===== src/rtl/vga_scanout.sv =====
// VGA 640x480@60 refresh engine: scans a 320x200 RGB332 framebuffer out of VRAM,
// doubling every byte into a 2x2 block with 40-line black borders top and bottom.
module vga_scanout #(
  parameter int unsigned H_TOTAL  = 800,
  parameter int unsigned V_TOTAL  = 525,
  parameter int unsigned HS_START = 656,
  parameter int unsigned HS_END   = 752,
  parameter int unsigned VS_START = 490,
  parameter int unsigned VS_END   = 492,
  parameter int unsigned V_TOP    = 40
) (
  input  logic        clk,
  input  logic        rst,
  output logic [15:0] vram_addr,
  input  logic [7:0]  vram_data,
  output logic [2:0]  vga_r,
  output logic [2:0]  vga_g,
  output logic [1:0]  vga_b,
  output logic        vga_hs,
  output logic        vga_vs,
  output logic        frame_start
);

  localparam int unsigned CW    = 10;
  localparam int unsigned AW    = 16;
  localparam int unsigned H_ACT = 640;
  localparam int unsigned V_ACT = 400;

  logic          pix_en;
  logic [CW-1:0] h;
  logic [CW-1:0] v;
  logic          last_h_c;
  logic          last_v_c;
  logic          active_c;
  logic          hs_c;
  logic          vs_c;
  logic [CW-1:0] v_rel_c;
  logic [AW-1:0] x_c;
  logic [AW-1:0] y_c;
  logic [AW-1:0] addr_c;
  logic          active_d1;
  logic          hs_d1;
  logic          vs_d1;
  logic          wrap_q;

  // Pixel-rate enable and raster counters
  always_ff @(posedge clk or posedge rst) begin
    if (rst) begin
      pix_en <= 1'b0;
      h      <= '0;
      v      <= '0;
    end else begin
      pix_en <= ~pix_en;
      if (pix_en) begin
        if (last_h_c) begin
          h <= '0;
          v <= last_v_c ? '0 : v + CW'(1);
        end else begin
          h <= h + CW'(1);
        end
      end
    end
  end

  // Raster decode and framebuffer address: y*320 + x as two shifts
  always_comb begin
    last_h_c = (h == CW'(H_TOTAL - 1));
    last_v_c = (v == CW'(V_TOTAL - 1));
    active_c = (h < CW'(H_ACT)) && (v >= CW'(V_TOP)) && (v < CW'(V_TOP + V_ACT));
    hs_c     = !((h >= CW'(HS_START)) && (h < CW'(HS_END)));
    vs_c     = !((v >= CW'(VS_START)) && (v < CW'(VS_END)));
    v_rel_c  = v - CW'(V_TOP);
    x_c      = AW'(h >> 1);
    y_c      = AW'(v_rel_c >> 1);
    addr_c   = (y_c << 8) + (y_c << 6) + x_c;
  end

  // Stage 1: VRAM address plus delayed qualifiers
  always_ff @(posedge clk or posedge rst) begin
    if (rst) begin
      vram_addr <= '0;
      active_d1 <= 1'b0;
      hs_d1     <= 1'b1;
      vs_d1     <= 1'b1;
    end else if (pix_en) begin
      vram_addr <= active_c ? addr_c : '0;
      active_d1 <= active_c;
      hs_d1     <= hs_c;
      vs_d1     <= vs_c;
    end
  end

  // Stage 2: colour decode with border blanking, syncs kept aligned
  always_ff @(posedge clk or posedge rst) begin
    if (rst) begin
      vga_r  <= '0;
      vga_g  <= '0;
      vga_b  <= '0;
      vga_hs <= 1'b1;
      vga_vs <= 1'b1;
    end else if (pix_en) begin
      vga_r  <= active_d1 ? vram_data[7:5] : '0;
      vga_g  <= active_d1 ? vram_data[4:2] : '0;
      vga_b  <= active_d1 ? vram_data[1:0] : '0;
      vga_hs <= hs_d1;
      vga_vs <= vs_d1;
    end
  end

  // Frame pulse lands one clk after the counters wrap to (0,0)
  always_ff @(posedge clk or posedge rst) begin
    if (rst) begin
      wrap_q      <= 1'b0;
      frame_start <= 1'b0;
    end else begin
      wrap_q      <= pix_en & last_h_c & last_v_c;
      frame_start <= wrap_q;
    end
  end

endmodule

===== config.mk =====
export PLATFORM = sky130hd
export DESIGN_NAME = vga_scanout
export DESIGN_NICKNAME = d
export VERILOG_FILES = /design/src/rtl/vga_scanout.sv
export SDC_FILE = /design/constraint.sdc
export NUM_CORES = 1
export LEC_CHECK = 0
export BUFFER_PORTS_ARGS = -buffer_cell sky130_fd_sc_hd__clkbuf_2
export CAP_MARGIN = 10
export CORE_MARGIN = 2
export CORE_UTILIZATION = 64
export CTS_BUF_LIST = sky130_fd_sc_hd__clkbuf_4
export DETAILED_ROUTE_END_ITERATION = 16
export PLACE_DENSITY = 0.87
export SLEW_MARGIN = 30
export SYNTH_ARGS = -nofsm -noshare
export SYNTH_HDL_FRONTEND = slang
export SYNTH_SLANG_ARGS = --single-unit

===== constraint.sdc =====
create_clock -name clk -period 5.8 [get_ports clk]
set_clock_uncertainty 0.1 [all_clocks]
set_input_delay 1.16 -clock clk [delete_from_list [all_inputs] [get_ports clk]]
set_output_delay 1.16 -clock clk [all_outputs]
set_load 0.03 [all_outputs]

==> qor.txt <==
Outcome - finished, final reports clean
Multi-input logic area - 0.00136 mm2
Total power draw - 0.540 mW
Detailed Routing Iterations Pass 1 - 4
Clock latency on the worst-skew pair - 0.38 ns
Vias in the first global route - 1,916
Setup TNS - 0 ns
Max-Cap Viols - 0
Leakage - 1.46 nW
WL/cell - 14.7 um
Initial antenna violation count - 0
Peak supply drop - 0.132 mV
Arrival @ worst endpoint - 3.25 ns
Final hold violations - 0
CTS Hold Bufs - 0
Synth Register Bits - 52
Worst-path cell chain - inv_1, ha_1, inv_1, a21oi_1, xor2_1, ha_1, ha_1, a21o_1, a31o_2, a21oi_1, xnor2_1, a22o_1
Levels on crit path - 12
Non-filler cells, final - 340
R2R cell count - 12
# Post-CTS Setup Buffers - 0
Post-synth net total - 292
Crit Path Class - reg -> reg
First-pass GRT wire length - 8650 um
IO buf count - 36
Root buffer cell - clkbuf_4
Avg Cell Area, Syn - 10.8 um2
Max-slew headroom - 41.1%
Post-Syn Area - 0.00277 mm2
Register area share after synthesis - 47.1%
DR vias - 1,971
Max Root-Sink Buffers - 2
Remaining antenna violation count - 0
Row count - 23
Hold Path Stages - 0
Primary FF master, synth - dfrtp_1
Starting density of the core - 67.9%
Routability cong. - 0.889
Nets@finish - 324
Total CTS buffers - 5
Max Fclk - 325 MHz
All-Layer GR Usage - 21.8%
Post-synth EDFFs - 0
Clock Pin Slew Worst Setup and Hold Paths - 0.16 ns
Synth area leaders - dfrtp_1 43%, ha_1 10%, a22o_1 7.3%, xnor2_1 5.4%, dfstp_2 3.8%
Worst min-delay path category - reg -> reg
YS warnings - 0
Area fraction of the dominant cell type after synthesis - 43.3%
H-Tree Depth - 2
Worst slew pin tran - 0.876 ns
Most common cell after layout, fill and taps aside - dfrtp_1
Layout cells sized above 1 - 19.7%
Full die area - 0.00487 mm2
Worst Setup End Kind - flop
Critical Path Max Stage Delay - 0.50 ns
Buffer and inverter count on the worst path - 2
# diodes - 0
Req. time, crit path - 5.97 ns
Cell mode on critical path - ha_1
Vias/cell - 5.80
Area Overhead vs Synth - 9.52%
Die height - 69.8 um
Clk sink count - 52
CORE AREA - 0.00409 mm2
Total Wirelength - 5010 um
Final min period - 3.08 ns
Asr flop ratio synth - 100%
Synth cell types - 45
Slowest-stage cell, CP - dfrtp_1
# fillers - 295
Post-Synthesis Cells - 257
Initial DRC count - 123
Setup crit start kind - flop
Max Slew Vio Count - 0
Post-DP HPWL - 3530 um
Unrepaired setup endpoints after global routing - no
Cell taking the most area after synthesis - dfrtp_1
CP top delay family - compound AO/OA/AOI/OAI gates
Storage element area - 0.00131 mm2
GRT overflow - 0
Power per cell area - 178 mW/mm2
Commonest non-fill, non-tap cells in the layout - 48 x dfrtp_1, 36 x clkbuf_2, 23 x a22o_1, 23 x ha_1, 18 x nor2_1
CTS tree - done
Largest net degree at the start of global routing - 53
CP max FO - 9
Final Core Density - 74.3%
Post-CTS sizing - 0
Final setup viols - 0
DRC Markers - 0
Die X-Extent - 69.8 um
IO Pins - 37
Dpl cells - 332
Fin crit share - 53.0%
[path summary, 6_finish.rpt]
check                                 start  slack [ns]                        end
min reg2reg                wrap_q$_DFF_PP0_        0.27      frame_start$_DFF_PP0_
min in group asynchronous               rst        0.73      active_d1$_DFFE_PP0P_
max                        v[3]$_DFFE_PP0P_        2.72  vram_addr[15]$_DFFE_PP0P_
max reg2reg                v[3]$_DFFE_PP0P_        2.72  vram_addr[15]$_DFFE_PP0P_
min                        wrap_q$_DFF_PP0_        0.27      frame_start$_DFF_PP0_
max in group asynchronous               rst        4.45   vram_addr[6]$_DFFE_PP0P_
[Yosys cell counts (3+ instances only)]
master	number
nand2_1	16
clkbuf_1	8
o21a_1	3
dfrtp_1	48
nor2_1	19
nand3_1	5
or3_1	3
xor2_1	8
xnor2_1	17
nor4_1	3
dfstp_2	4
a22o_1	23
inv_1	16
a21o_1	3
a21oi_1	11
o21ai_0	9
o211ai_1	4
ha_1	23
[cell type report]
type | instances | area share (%)
sequential | 52 | 43.0
clock buffer | 5 | 1.24
clock inverter | 3 | 0.700
timing repair buffer | 36 | 5.93
inverter | 17 | 2.18
multi-input combinational | 177 | 44.9
tap | 50 | 2.06
[kinds of logic (layout without fill, tap and decap cells)]
group / after synthesis / in the layout / synth area share, %
and+or+nand+nor: 64 / 64 / 12.6
AOI/OAI and AO/OA: 61 / 61 / 15.9
DFF: 52 / 52 / 47.1
buffers and inverters: 28 / 61 / 3.84
adders and majority gates: 25 / 25 / 11.8
xor gates and xnor gates: 25 / 25 / 7.90
muxes: 2 / 2 / 0.812
[through the flow]
stage / setup slack, ns / hold slack [ns] / instance area, um2
2_1_floorplan: 2.97 / 0.231 / 2770
3_3_place_gp: 2.88 / 0.240 / 2970
3_5_place_dp: 2.81 / 0.245 / 2980
4_1_cts: 2.76 / 0.275 / 3040
5_1_grt: 2.55 / 0.290 / 3040
6_report: 2.72 / 0.274 / 3040
[report_power, final]
group / switching [mW] / leakage (nW) / internal, mW / total, mW
sequential: 0 / 0.699 / 0.363 / 0.363
combinational: 0.00751 / 0.735 / 0.00231 / 0.00981
clock: 0.119 / 0.0316 / 0.0482 / 0.167
total: 0.126 / 1.46 / 0.413 / 0.540
[state kept, by name (all words and copies together), names as in the netlist]
signal and count:
vga_g 3, v 10, h 10, pix_en 1, active_d1 1, vga_b 2
vga_hs 1, hs_d1 1, vga_vs 1, frame_start 1, vs_d1 1, vram_addr 16
vga_r 3, wrap_q 1
[worst register-to-register path, stage by stage, from the launching register on]
cell and delay (ns):
dfrtp_1 0.50, inv_1 0.18, ha_1 0.20, inv_1 0.06, a21oi_1 0.17, xor2_1 0.22, ha_1 0.27, ha_1 0.37
a21o_1 0.20, a31o_2 0.25, a21oi_1 0.17, xnor2_1 0.08, a22o_1 0.19
[routing by layer]
metal  track usage, %  routed length (um)
met1             29.7                2400
met2             34.3                2250
met3             5.09                 249
met4             7.91                 108
met5                0                   0
Note: power is estimated with default switching activity, not from simulation.
